## config.mk

```make
export PLATFORM = sky130hd
export DESIGN_NAME = fpu_fcmp_pipe
export DESIGN_NICKNAME = d
export VERILOG_FILES = /design/src/rtl/fpu_fcmp_pipe.sv
export SDC_FILE = /design/constraint.sdc
export NUM_CORES = 1
export LEC_CHECK = 0
export ABC_AREA = 1
export CORE_UTILIZATION = 40
export DETAILED_ROUTE_END_ITERATION = 8
export GPL_TIMING_DRIVEN = 0
export PLACE_DENSITY = 0.8
export SYNTH_ARGS = -nofsm -noshare
export SYNTH_HDL_FRONTEND = slang
export SYNTH_SLANG_ARGS = --single-unit
export TNS_END_PERCENT = 50
```

## constraint.sdc

```tcl
create_clock -name i_clk -period 1.6 [get_ports i_clk]
set_clock_uncertainty 0.05 [all_clocks]
set_input_delay 0.32 -clock i_clk [delete_from_list [all_inputs] [get_ports i_clk]]
set_output_delay 0.32 -clock i_clk [all_outputs]
set_load 0.02 [all_outputs]
```

## src/rtl/fpu_fcmp_pipe.sv

```systemverilog
// fpu_fcmp_pipe: compare / min-max / sign-inject / classify unit for FP32.
// The result is formed combinationally from the operands and then carried
// through NUM_STAGES valid/ready register stages together with the tag.
// i_op is one-hot: [0]=FCMP [1]=FMINMAX [2]=FSGNJ [3]=FCLASS.
// o_fflags layout is {NV, DZ, OF, UF, NX}; only NV is ever raised.
module fpu_fcmp_pipe #(
   parameter int unsigned FP_FMT     = 0,   // 0 = FP32, the only format implemented
   parameter int unsigned NUM_STAGES = 1,   // 0..4, 0 = combinational passthrough
   parameter int unsigned TAG_WIDTH  = 5
) (
   input  logic                    i_clk,
   input  logic                    i_rst,
   input  logic                    i_flush,
   input  logic [3:1][31:0]        i_rs,
   input  logic [3:0]              i_op,
   input  logic [2:0]              i_rm,
   input  logic [TAG_WIDTH-1:0]    i_tag,
   input  logic                    i_in_valid,
   output logic                    o_in_ready,
   output logic [31:0]             o_result,
   output logic [4:0]              o_fflags,
   output logic [TAG_WIDTH-1:0]    o_tag,
   output logic                    o_out_valid,
   input  logic                    i_out_ready
);

   localparam int unsigned FLEN = 32;
   localparam int unsigned PW   = FLEN + 5 + TAG_WIDTH;

   localparam logic [3:0] OP_FCMP    = 4'b0001;
   localparam logic [3:0] OP_FMINMAX = 4'b0010;
   localparam logic [3:0] OP_FSGNJ   = 4'b0100;
   localparam logic [3:0] OP_FCLASS  = 4'b1000;

   localparam logic [2:0] RM_RNE = 3'd0;
   localparam logic [2:0] RM_RTZ = 3'd1;
   localparam logic [2:0] RM_RDN = 3'd2;

   localparam logic [31:0] CANON_QNAN = 32'h7FC0_0000;

   // rs3 is architecturally present but has no role in these operations
   logic unused_s;
   assign unused_s = ^i_rs[3];

   // RISC-V FCLASS one-hot mask for one FP32 operand
   function automatic logic [9:0] fclass(input logic [31:0] x);
      logic       s;
      logic       e_max;
      logic       e_zero;
      logic       m_zero;
      logic [9:0] m;
      s      = x[31];
      e_max  = &x[30:23];
      e_zero = ~|x[30:23];
      m_zero = ~|x[22:0];
      m      = 10'd0;
      if (e_max && !m_zero) begin
         m[9] = x[22];
         m[8] = ~x[22];
      end else if (e_max) begin
         m[0] = s;
         m[7] = ~s;
      end else if (e_zero && m_zero) begin
         m[3] = s;
         m[4] = ~s;
      end else if (e_zero) begin
         m[2] = s;
         m[5] = ~s;
      end else begin
         m[1] = s;
         m[6] = ~s;
      end
      return m;
   endfunction

   logic [31:0] a_s, b_s;
   logic        a_nan_s, b_nan_s, a_snan_s, b_snan_s;
   logic        any_nan_s, any_snan_s, both_zero_s;
   logic        mag_lt_s, mag_gt_s;
   logic        eq_s, lt_s, ltz_s;
   logic [31:0] res_s;
   logic [4:0]  flags_s;

   // operand classification and the two orderings (IEEE compare, signed-zero aware)
   always_comb begin
      a_s         = i_rs[1];
      b_s         = i_rs[2];
      a_nan_s     = (&a_s[30:23]) & (|a_s[22:0]);
      b_nan_s     = (&b_s[30:23]) & (|b_s[22:0]);
      a_snan_s    = a_nan_s & ~a_s[22];
      b_snan_s    = b_nan_s & ~b_s[22];
      any_nan_s   = a_nan_s | b_nan_s;
      any_snan_s  = a_snan_s | b_snan_s;
      both_zero_s = ~(|a_s[30:0]) & ~(|b_s[30:0]);
      mag_lt_s    = a_s[30:0] < b_s[30:0];
      mag_gt_s    = a_s[30:0] > b_s[30:0];
      eq_s        = (a_s == b_s) | both_zero_s;
      if (a_s[31] != b_s[31]) begin
         lt_s  = a_s[31] & ~both_zero_s;
         ltz_s = a_s[31];
      end else if (a_s[31] == 1'b0) begin
         lt_s  = mag_lt_s;
         ltz_s = mag_lt_s;
      end else begin
         lt_s  = mag_gt_s;
         ltz_s = mag_gt_s;
      end
   end

   // sub-operation select and result/flag formation
   always_comb begin
      res_s   = 32'd0;
      flags_s = 5'd0;
      case (i_op)
         OP_FCMP: begin
            case (i_rm)
               RM_RNE: begin
                  res_s   = {31'd0, (lt_s | eq_s) & ~any_nan_s};
                  flags_s = {any_nan_s, 4'd0};
               end
               RM_RTZ: begin
                  res_s   = {31'd0, lt_s & ~any_nan_s};
                  flags_s = {any_nan_s, 4'd0};
               end
               RM_RDN: begin
                  res_s   = {31'd0, eq_s & ~any_nan_s};
                  flags_s = {any_snan_s, 4'd0};
               end
               default: begin
                  res_s   = 32'd0;
                  flags_s = 5'd0;
               end
            endcase
         end
         OP_FMINMAX: begin
            if ((i_rm == RM_RNE) || (i_rm == RM_RTZ)) begin
               flags_s = {any_snan_s, 4'd0};
               if (a_nan_s && b_nan_s) begin
                  res_s = CANON_QNAN;
               end else if (a_nan_s) begin
                  res_s = b_s;
               end else if (b_nan_s) begin
                  res_s = a_s;
               end else if (i_rm == RM_RNE) begin
                  res_s = ltz_s ? a_s : b_s;
               end else begin
                  res_s = ltz_s ? b_s : a_s;
               end
            end else begin
               res_s   = 32'd0;
               flags_s = 5'd0;
            end
         end
         OP_FSGNJ: begin
            case (i_rm)
               RM_RNE:  res_s = {b_s[31], a_s[30:0]};
               RM_RTZ:  res_s = {~b_s[31], a_s[30:0]};
               RM_RDN:  res_s = {a_s[31] ^ b_s[31], a_s[30:0]};
               default: res_s = 32'd0;
            endcase
         end
         OP_FCLASS: begin
            res_s = {22'd0, fclass(a_s)};
         end
         default: begin
            res_s   = 32'd0;
            flags_s = 5'd0;
         end
      endcase
   end

   generate
      if (NUM_STAGES == 0) begin : g_comb
         logic unused_ctl_s;
         assign unused_ctl_s = i_clk ^ i_rst ^ i_flush;
         assign o_result     = res_s;
         assign o_fflags     = flags_s;
         assign o_tag        = i_tag;
         assign o_out_valid  = i_in_valid;
         assign o_in_ready   = i_out_ready;
      end else begin : g_pipe
         logic [NUM_STAGES-1:0] valid_q, valid_d;
         logic [PW-1:0]         data_q [NUM_STAGES];
         logic [PW-1:0]         data_d [NUM_STAGES];
         logic [NUM_STAGES:0]   ready_s;
         logic [NUM_STAGES:0]   vchain_s;
         logic [PW-1:0]         dchain_s [NUM_STAGES+1];

         // stage k may load when empty or when the stage after it can drain
         always_comb begin
            ready_s[NUM_STAGES] = i_out_ready;
            for (int k = NUM_STAGES - 1; k >= 0; k--) begin
               ready_s[k] = ~valid_q[k] | ready_s[k+1];
            end
         end

         // incoming valid/data seen by each stage (entry 0 is the request port)
         always_comb begin
            vchain_s[0] = i_in_valid;
            dchain_s[0] = {res_s, flags_s, i_tag};
            for (int k = 0; k < NUM_STAGES; k++) begin
               vchain_s[k+1] = valid_q[k];
               dchain_s[k+1] = data_q[k];
            end
         end

         // next state: flush empties every stage, otherwise load on ready
         always_comb begin
            for (int k = 0; k < NUM_STAGES; k++) begin
               valid_d[k] = valid_q[k];
               data_d[k]  = data_q[k];
               if (i_flush) begin
                  valid_d[k] = 1'b0;
               end else if (ready_s[k]) begin
                  valid_d[k] = vchain_s[k];
               end else begin
                  valid_d[k] = valid_q[k];
               end
               if (ready_s[k] && vchain_s[k] && !i_flush) begin
                  data_d[k] = dchain_s[k];
               end else begin
                  data_d[k] = data_q[k];
               end
            end
         end

         // stage registers, cleared asynchronously
         always_ff @(posedge i_clk or posedge i_rst) begin
            if (i_rst) begin
               valid_q <= '0;
               for (int k = 0; k < NUM_STAGES; k++) begin
                  data_q[k] <= '0;
               end
            end else begin
               valid_q <= valid_d;
               for (int k = 0; k < NUM_STAGES; k++) begin
                  data_q[k] <= data_d[k];
               end
            end
         end

         assign o_out_valid = valid_q[NUM_STAGES-1];
         assign o_in_ready  = ready_s[0];
         assign {o_result, o_fflags, o_tag} = data_q[NUM_STAGES-1];
      end
   endgenerate

endmodule

```

* Word-level counts from Yosys, hierarchy flattened
Cells that the tools add are included.
** Word-level totals
- Register bits :: 43
- Input port bits :: 113
- Output and inout bits :: 44
- Logic and storage cells :: 85
** Cells by class
- $lt $le $gt $ge :: 2
- Equality and inequality tests :: 8
- Mux-type cells :: 30
- Bitwise operators :: 24
- Reductions and logical operators :: 19
** Operators with widths (number)
- $mux W32 :: 7
- $pmux W32 S4 :: 1
- $pmux W32 S3 :: 1
- $reduce_or A31 Y1 :: 2
- $reduce_or A23 Y1 :: 2
- $eq A32 B32 Y1 :: 1
- $gt A31 B31 Y1 :: 1
- $lt A31 B31 Y1 :: 1
- $pmux W5 S2 :: 2
- $reduce_and A8 Y1 :: 2
- $mux W1 :: 11
- $and A1 B1 Y1 :: 9
- $not A1 Y1 :: 9
- $mux W2 :: 4
- $mux W8 :: 1
- $reduce_or A8 Y1 :: 1
- $mux W6 :: 1
- $logic_and A1 B1 Y1 :: 5
- $mux W5 :: 1
- $or A1 B1 Y1 :: 5
- $eq A4 B1 Y1 const B :: 1
- $eq A4 B2 Y1 const B :: 1
- $eq A4 B3 Y1 const B :: 1
- $eq A4 B4 Y1 const B :: 1
- other kinds (10) :: 12

* Longest topological paths before layout
Gate-level depths: netlist (run 1).
- Depth after elaboration :: 10
- Depth in mapped cells :: 24

* Worst setup path before layout (run 1)
OpenSTA, ideal clock, no wires.
- Kind :: input -> register
- From :: input port i_rs[62] (netlist name)
- To :: register g_pipe.data_q[30] (netlist name)
- Setup time :: 117 ps
- Arrival :: 2063 ps
- Required time :: 1433 ps
- Path slack :: -630 ps
- Stages :: 19
- Path buffers :: 1
- Cells stage by stage :: inv_1 -> ha_1 -> nand2_1 -> inv_2 -> nand2_2 -> nor2_4 -> nor3b_2 -> nand2_1 -> nand2_1 -> nand2_1 -> nand2_2 -> nand3_2 -> nand3_4 -> buf_2 -> nand3_1 -> nand3_1 -> o21ai_0 -> nand2_1 -> nand2_1
** On the way
- Word-level cells in the longest chain between the ends :: 10
** RTL lines
- start, declared :: line 14 : input logic [3:1][31:0] i_rs,
- $lt A31 B31 Y1 / $gt A31 B31 Y1 (equally long branches) :: line 95, 96
- $mux W1 :: line 101 : end else if (a_s[31] == 1'b0) begin
- $mux W1 :: line 98 : if (a_s[31] != b_s[31]) begin
- $mux W32, on equally long branches :: line 147, 145
- $mux W32 :: line 144 : end else if (i_rm == RM_RNE) begin
- $mux W32 :: line 142 : end else if (b_nan_s) begin
- $mux W32 :: line 140 : end else if (a_nan_s) begin
- $mux W32 * :: line 138 : if (a_nan_s && b_nan_s) begin
- $mux W32 * :: line 136 : if ((i_rm == RM_RNE) || (i_rm == RM_RTZ)) begin
- $pmux W32 S4 * :: line 114 : case (i_op)
- end signal, assigned by index :: line 237 : data_q[k] <= data_d[k];
- end, declared :: line 183 : logic [PW-1:0] data_q [NUM_STAGES];
Every way passes the cells marked *; elsewhere a longest branch is shown, timed or not.
A chain may end at the register's enable or synchronous reset.

* Worst setup path in the final report (run 1)
- From :: input port i_rs[33] (netlist name)
- To :: register g_pipe.data_q[29] (netlist name)
Same word-level chain as after synthesis.

==> results of run 1 <==
per-layer routing:
metal  GRT usage [%]  part of all wire [%]  up-vias
met2            48.5                    48      270
met4            8.47                   3.3        0
met3            2.84                   7.1       53
li1                -                     -     2327
met1            37.6                    42     2258
met5               0                     0        -
worst max-delay path: stages:
cell and delay [ns]:
clkdlybuf4s15_1 0.17, inv_2 0.06, ha_4 0.27, nand2_1 0.07
nor4_2 0.27, nand3b_1 0.19, nand2_2 0.11, nand2_2 0.06
nand2_2 0.08, nand2_2 0.06, nand3_4 0.15, nand2_8 0.11
clkbuf_16 0.18, nand2_2 0.06, nand2_2 0.05, o21ai_2 0.17
nand2_1 0.07, nand2_1 0.06
what timing repair did:
| item | 4_1_cts | 5_1_grt |
|---|---|---|
| pin swaps | 64 | 73 |
| gates cloned | 2 | 3 |
| setup buffers | 28 | 6 |
| resized for setup | 451 | 92 |
| endpoints found under the hold margin | 0 | 0 |
| setup endpoints to repair | 73 | 35 |
metrics by stage:
stage	area, µm²	worst slack (ns)
final	6590	-0.745
after global routing	6590	-0.861
after CTS	6200	-0.664
after detailed placement	5540	-1.68
after global placement	5510	-1.60
after floorplan	4150	-0.585
sequential cells by signal, indices dropped and copies added (netlist names):
signal         count
o_out_valid        1
g_pipe.data_q     38
Yosys cell counts:
cell type / count
nand2_1: 249
inv_1: 83
nand3_1: 43
dfrtp_1: 39
nor2_1: 37
ha_1: 33
nand2_2: 24
nand4_1: 16
a21oi_1: 15
o21ai_1: 15
o21ai_0: 12
nor4_1: 11
buf_2: 9
nor3_1: 8
clkbuf_1: 5
buf_4: 4
a32oi_1: 2
buf_12: 2
buf_6: 2
clkinv_1: 2
inv_2: 2
a21o_1: 1
a221oi_1: 1
conb_1: 1
nand2_8: 1
nand3_2: 1
nand3_4: 1
nand3b_1: 1
nor2_2: 1
nor2_4: 1
nor3b_2: 1
o21ai_2: 1
o221ai_1: 1
o22ai_1: 1
or2_2: 1
area by class of cell:
cell class / instances / share of cell area (%)
Buffer: 21 / 2.49
Clock buffer: 6 / 1.25
Clock inverter: 1 / 0.0759
Inverter: 87 / 5.84
Multi-Input combinational cell: 483 / 50.5
Sequential cell: 39 / 14.8
Tap cell: 129 / 2.45
Timing Repair Buffer: 159 / 22.6
cell families (layout without fill, tap and decap cells):
kind of cell	after synthesis	count (layout)	synth area share, %
DFF	39	39	25.1
adders and majority gates	33	33	10.6
other	1	4	0.0966
buffers and inverters	109	274	12.4
and+or+nand+nor	396	397	44.8
AOI/OAI and AO/OA	49	49	6.90
power by group through the flow:
stage               registers (µW)  logic, µW  clock network (µW)
floorplan                     1130        623                   0
CTS                           1050       1400                 672
detailed placement            1070       1210                   0
global placement              1070       1180                   0
global route                  1060       1740                 715
finish                        1050       1630                 654
worst max-delay path by stage:
stage,end,cells past startpoint,startpoint,slack (ns)
6_report,g_pipe.data_q[29]$_DFFE_PP0P_,18,i_rs[33],-0.75
5_1_grt,g_pipe.data_q[36]$_DFFE_PP0P_,23,i_rs[54],-0.86
4_1_cts,g_pipe.data_q[19]$_DFFE_PP0P_,20,i_rs[55],-0.66
3_5_place_dp,g_pipe.data_q[30]$_DFFE_PP0P_,20,i_rs[55],-1.68
3_3_place_gp,g_pipe.data_q[14]$_DFFE_PP0P_,20,i_rs[55],-1.60
2_1_floorplan,g_pipe.data_q[30]$_DFFE_PP0P_,19,i_rs[55],-0.58
==> flow_metrics.env, run 1 <==
export IMPL_syn_avg_cell_area_um2=6.19
export IMPL_rsz0062_at_grt="yes"
export IMPL_boundaryPins=157
export IMPL_grt_use_total_pct=28.3
export IMPL_regToRegEndpoint="g_pipe.data_q[18]$_DFFE_PP0P_"
export IMPL_pwr_share_clk_pct=19.6
export IMPL_clkTransAtPathRegs_ns=0.07
export IMPL_die_y_um=101
export IMPL_status="finished with violations"
export IMPL_num_vias=4908
export IMPL_grt_pass1_vias=4638
export IMPL_maxCapViolations=0
export IMPL_drtPass1Iterations=5
export IMPL_synthCells=627
export IMPL_htreeDepth=2
export IMPL_drt_wl_total_um=15100
export IMPL_critPathMaxFanout=5
export IMPL_hold_depth=5
export IMPL_hold_buffers=0
export IMPL_cts_sinks=39
export IMPL_critical_path_class="input pin to flip-flop"
export IMPL_placedCellCount=880
export IMPL_cp_end_kind="flip-flop"
export IMPL_synthDistinctLibCells=35
export IMPL_required_ns=1.77
export IMPL_intPower_uw=2100
export IMPL_ys_warn_count=0
export IMPL_total_power_uw=3340
export IMPL_routabilityCongestion=0.923
export IMPL_ir_drop_mv=0.338
export IMPL_pwr_share_comb_pct=48.9
export IMPL_p_switching_uw=1230
export IMPL_arrival_ns=2.52
export IMPL_synth_seq_area_share_pct=25.1
export IMPL_cts_tree="done"
export IMPL_synth_top_area_share_pct=25.1
export IMPL_hold_path_end="g_pipe.data_q[34]$_DFFE_PP0P_"
export IMPL_worstHoldPathType="input pin to flip-flop"
export IMPL_p_seq_share_pct=31.5
export IMPL_place_hpwl_um=10700
export IMPL_antenna_cells=0
export IMPL_port_buffers=120
export IMPL_layout_drive_gt1_share_pct=41.3
export IMPL_setup_viol=33
export IMPL_vias_per_cell=5.31
export IMPL_power_density_mw_per_mm2=506
export IMPL_design_core_area_mm2=0.00933
export IMPL_period_share_pct=147
export IMPL_multiInputGateArea_mm2=0.00333
export IMPL_grt_start_max_net_pins=24
export IMPL_final_cells=925
export IMPL_regArea_um2=976
export IMPL_post_route_util_pct=70.7
export IMPL_nets=942
export IMPL_drt_iter0_drc=543
export IMPL_ys_ff_latch=39
export IMPL_grt_overflow_total=0
export IMPL_timing_hold_ws_ns=0.307
export IMPL_clk_latency_ns=0.28
export IMPL_synth_area_mm2=0.00388
export IMPL_cts_root_buf="clkbuf_8"
export IMPL_grt_pass1_wl_um=22500
export IMPL_yosysTopAreaCell="dfrtp_1"
export IMPL_slew_headroom_pct=53.1
export IMPL_mostFrequentLayoutCells="nand2_1, inv_1, nand2_2, dlygate4sd2_1, dfrtp_1"
export IMPL_clockBufferDepth=2
export IMPL_netlist_top_cells_area="dfrtp_1, nand2_1, ha_1"
export IMPL_ant_nets=0
export IMPL_die_area_mm2=0.0101
export IMPL_antenna_found_initial=0
export IMPL_max_freq_mhz=426
export IMPL_reg2reg_slack_ns=0.03
export IMPL_final_common_cell="nand2_1"
export IMPL_r2r_start="o_out_valid$_DFFE_PP0P_"
export IMPL_rr_worst_depth=8
export IMPL_final_setup_worst_slack_ns=-0.745
export IMPL_cp_start_kind="input pin"
export IMPL_timing_setup_tns_ns=-22.00
export IMPL_die_width_um=101
export IMPL_hold_viol=0
export IMPL_cts_buffers=5
export IMPL_maxSlewViolCount=0
export IMPL_floorplan_initialDensity_pct=41.6
export IMPL_netSwitchingFraction_pct=37.0
export IMPL_area_growth_pct=69.8
export IMPL_worst_pin_slew_ns=0.703
export IMPL_routedWlPerCell_um=16.3
export IMPL_num_fill_cells=736
export IMPL_fin_crit_ns=2.35
export IMPL_violations="setup timing"
export IMPL_rows=35
export IMPL_drc=0
export IMPL_hold_start="i_rs[24]"
export IMPL_p_leak_uw=0.00348
(Power assumes the default switching activity.)
==> inputs of run 2 (changes only) <==
--- a/config.mk
+++ b/config.mk
@@ -9,8 +9,9 @@
 export CORE_UTILIZATION = 40
 export DETAILED_ROUTE_END_ITERATION = 8
 export GPL_TIMING_DRIVEN = 0
+export HOLD_SLACK_MARGIN = 0.02
 export PLACE_DENSITY = 0.8
 export SYNTH_ARGS = -nofsm -noshare
 export SYNTH_HDL_FRONTEND = slang
 export SYNTH_SLANG_ARGS = --single-unit
-export TNS_END_PERCENT = 50
+export TNS_END_PERCENT = 1
==> run 2 against run 1 <==
Effect of this change: the flow still finishes with violations (setup timing); critical path depth shrank 3; sequential power is essentially flat; hold slack lost 0.0054 ns; register-to-register slack lost 0.19 ns; total power shrank 2.5%; clock power grew 12%; global-route usage shrank 1.6 points; combinational power shrank 10%; cell count shrank 1.6%; count of clock-buffer cells in the layout grew 1; wire length shrank 7.0%; largest cell class unchanged; largest power group unchanged.
==> flow_metrics.env, run 2 (synthesis results as in run 1) <==
export IMPL_preCtsSetupSlack_ns=-1.66
export IMPL_setup_viol=33
export IMPL_ant_nets=0
export IMPL_crit_path_top_delay_cell="clkdlybuf4s50_1"
export IMPL_crit_chain="clkdlybuf4s50_1 -> inv_1 -> ha_1 -> inv_1 -> nand3_2 -> nand2_2 -> nand3_2 -> nand3_4 -> nand2_8 -> clkbuf_16 -> nand2_2 -> nand2_1 -> o21ai_2 -> nand2_1 -> nand2_1"
export IMPL_critPathMaxFanout=8
export IMPL_final_setup_worst_slack_ns=-0.748
export IMPL_die_y_um=101
export IMPL_hold_buffers=0
export IMPL_slowest_delay_ns=0.52
export IMPL_clockBufferDepth=2
export IMPL_max_freq_mhz=426
export IMPL_crit_family="buffers and inverters"
export IMPL_drt_iter0_drc=337
export IMPL_num_vias=4746
export IMPL_maxSlewViolCount=0
export IMPL_htreeDepth=2
export IMPL_routedWlPerCell_um=15.4
export IMPL_cts_sinks=39
export IMPL_floorplan_initialDensity_pct=41.6
export IMPL_drtPass1Iterations=5
export IMPL_hold_viol=0
export IMPL_period_share_pct=147
export IMPL_die_area_mm2=0.0101
export IMPL_drt_wl_total_um=14000
export IMPL_routabilityCongestion=0.946
export IMPL_grt_pass1_vias=4407
export IMPL_cts_buffers=5
export IMPL_grt_overflow_total=0
export IMPL_grt_pass1_wl_um=21400
export IMPL_fin_crit_ns=2.35
export IMPL_timing_setup_tns_ns=-22.81
export IMPL_power_density_mw_per_mm2=524
export IMPL_rsz0062_at_grt="yes"
export IMPL_slew_headroom_pct=57.2
export IMPL_design_core_area_mm2=0.00933
export IMPL_arrival_ns=2.53
export IMPL_violations="setup timing"
export IMPL_path_common_cell="nand2_1"
export IMPL_cts_tree="done"
export IMPL_cp_start_kind="input pin"
export IMPL_cts_root_buf="clkbuf_8"
export IMPL_grt_start_max_net_pins=26
export IMPL_grt_use_total_pct=26.6
export IMPL_critical_path_class="input pin to flip-flop"
export IMPL_place_hpwl_um=10700
export IMPL_nets=926
export IMPL_clkTransAtPathRegs_ns=0.08
export IMPL_drc=0
export IMPL_required_ns=1.78
export IMPL_cp_buffers_inverters=4
export IMPL_cp_end_kind="flip-flop"
export IMPL_worstHoldPathType="input pin to flip-flop"
export IMPL_layout_drive_gt1_share_pct=33.2
export IMPL_multiInputGateArea_mm2=0.00307
export IMPL_vias_per_cell=5.22
export IMPL_largest_register_ff_count=38
export IMPL_clk_latency_ns=0.29
export IMPL_num_fill_cells=823
export IMPL_status="finished with violations"
export IMPL_die_width_um=101
export IMPL_ir_drop_mv=0.357
export IMPL_antenna_found_initial=0
export IMPL_final_common_cell="nand2_1"
export IMPL_port_buffers=120
export IMPL_maxCapViolations=0
export IMPL_rows=35
export IMPL_top_register="g_pipe.data_q"
export IMPL_antenna_cells=0
export IMPL_boundaryPins=157
export IMPL_worst_pin_slew_ns=0.642
export IMPL_p_leak_uw=0.00340
export IMPL_regArea_um2=976
export IMPL_mostFrequentLayoutCells="nand2_1, inv_1, nand2_2, dfrtp_1, dlygate4sd2_1"
export IMPL_area_growth_pct=59.9
-- run 2: tightest hold or removal path, stage by stage --
cell and delay (ns):
buf_6 0.10, nand2_1 0.05, nand2_1 0.05, nand2_1 0.04
nand2_1 0.05
-- run 2: area by class of cell --
class | instances | share of cell area [%]
Inverter | 87 | 5.94
Buffer | 22 | 2.88
Tap cell | 129 | 2.60
Timing Repair Buffer | 143 | 21.8
Clock buffer | 7 | 1.55
Clock inverter | 1 | 0.121
Multi-Input combinational cell | 482 | 49.4
Sequential cell | 39 | 15.7
-- run 2: metrics by stage --
| stage | instance area, µm² | util [%] | hold slack [ns] | power, µW | cells |
|---|---|---|---|---|---|
| finish | 6210 | 66.6 | 0.301 | 3250 | 910 |
| global route | 6210 | 66.6 | 0.326 | 3440 | 910 |
| CTS | 5600 | 60.0 | 0.377 | 2980 | 889 |
| detailed placement | 5520 | 59.2 | 0.421 | 2280 | 880 |
| global placement | 5490 | 58.9 | 0.412 | 2240 | 879 |
| floorplan | 4130 | - | 0.333 | 1750 | 630 |
-- run 2: layer usage --
layer / up-vias / routed length, µm / global-route usage (%)
met2: 229 / 6670 / 43.6
met5: - / 0 / 0
met3: 31 / 908 / 2.08
met1: 2188 / 6160 / 37.5
met4: 0 / 301 / 8.03
li1: 2298 / - / -
-- run 2: report_power, final --
group,switching (µW),internal [µW],total (µW),leakage [µW]
clock,343,392,735,0.0000505
sequential,23.9,1030,1050,0.000532
combinational,805,659,1460,0.00281
total,1170,2080,3250,0.00340
-- run 2: what timing repair did --
item / CTS / global route
resized for setup: 76 / 322
pin swaps: 3 / 65
cloned: 0 / 3
endpoints found under the setup margin: 73 / 37
buffers inserted: 1 / 18
-- run 2: path summary, 6_finish.rpt --
check	depth (start not counted)	end	slack, ns	start
max in group asynchronous	3	g_pipe.data_q[1]$_DFFE_PP0P_	0.60	i_rst
max reg2reg	8	g_pipe.data_q[22]$_DFFE_PP0P_	-0.16	o_out_valid$_DFFE_PP0P_
max	15	g_pipe.data_q[26]$_DFFE_PP0P_	-0.75	i_rs[63]
min	5	g_pipe.data_q[33]$_DFFE_PP0P_	0.30	i_rs[23]
min reg2reg	2	g_pipe.data_q[2]$_DFFE_PP0P_	0.43	g_pipe.data_q[2]$_DFFE_PP0P_
min in group asynchronous	2	g_pipe.data_q[21]$_DFFE_PP0P_	0.36	i_rst
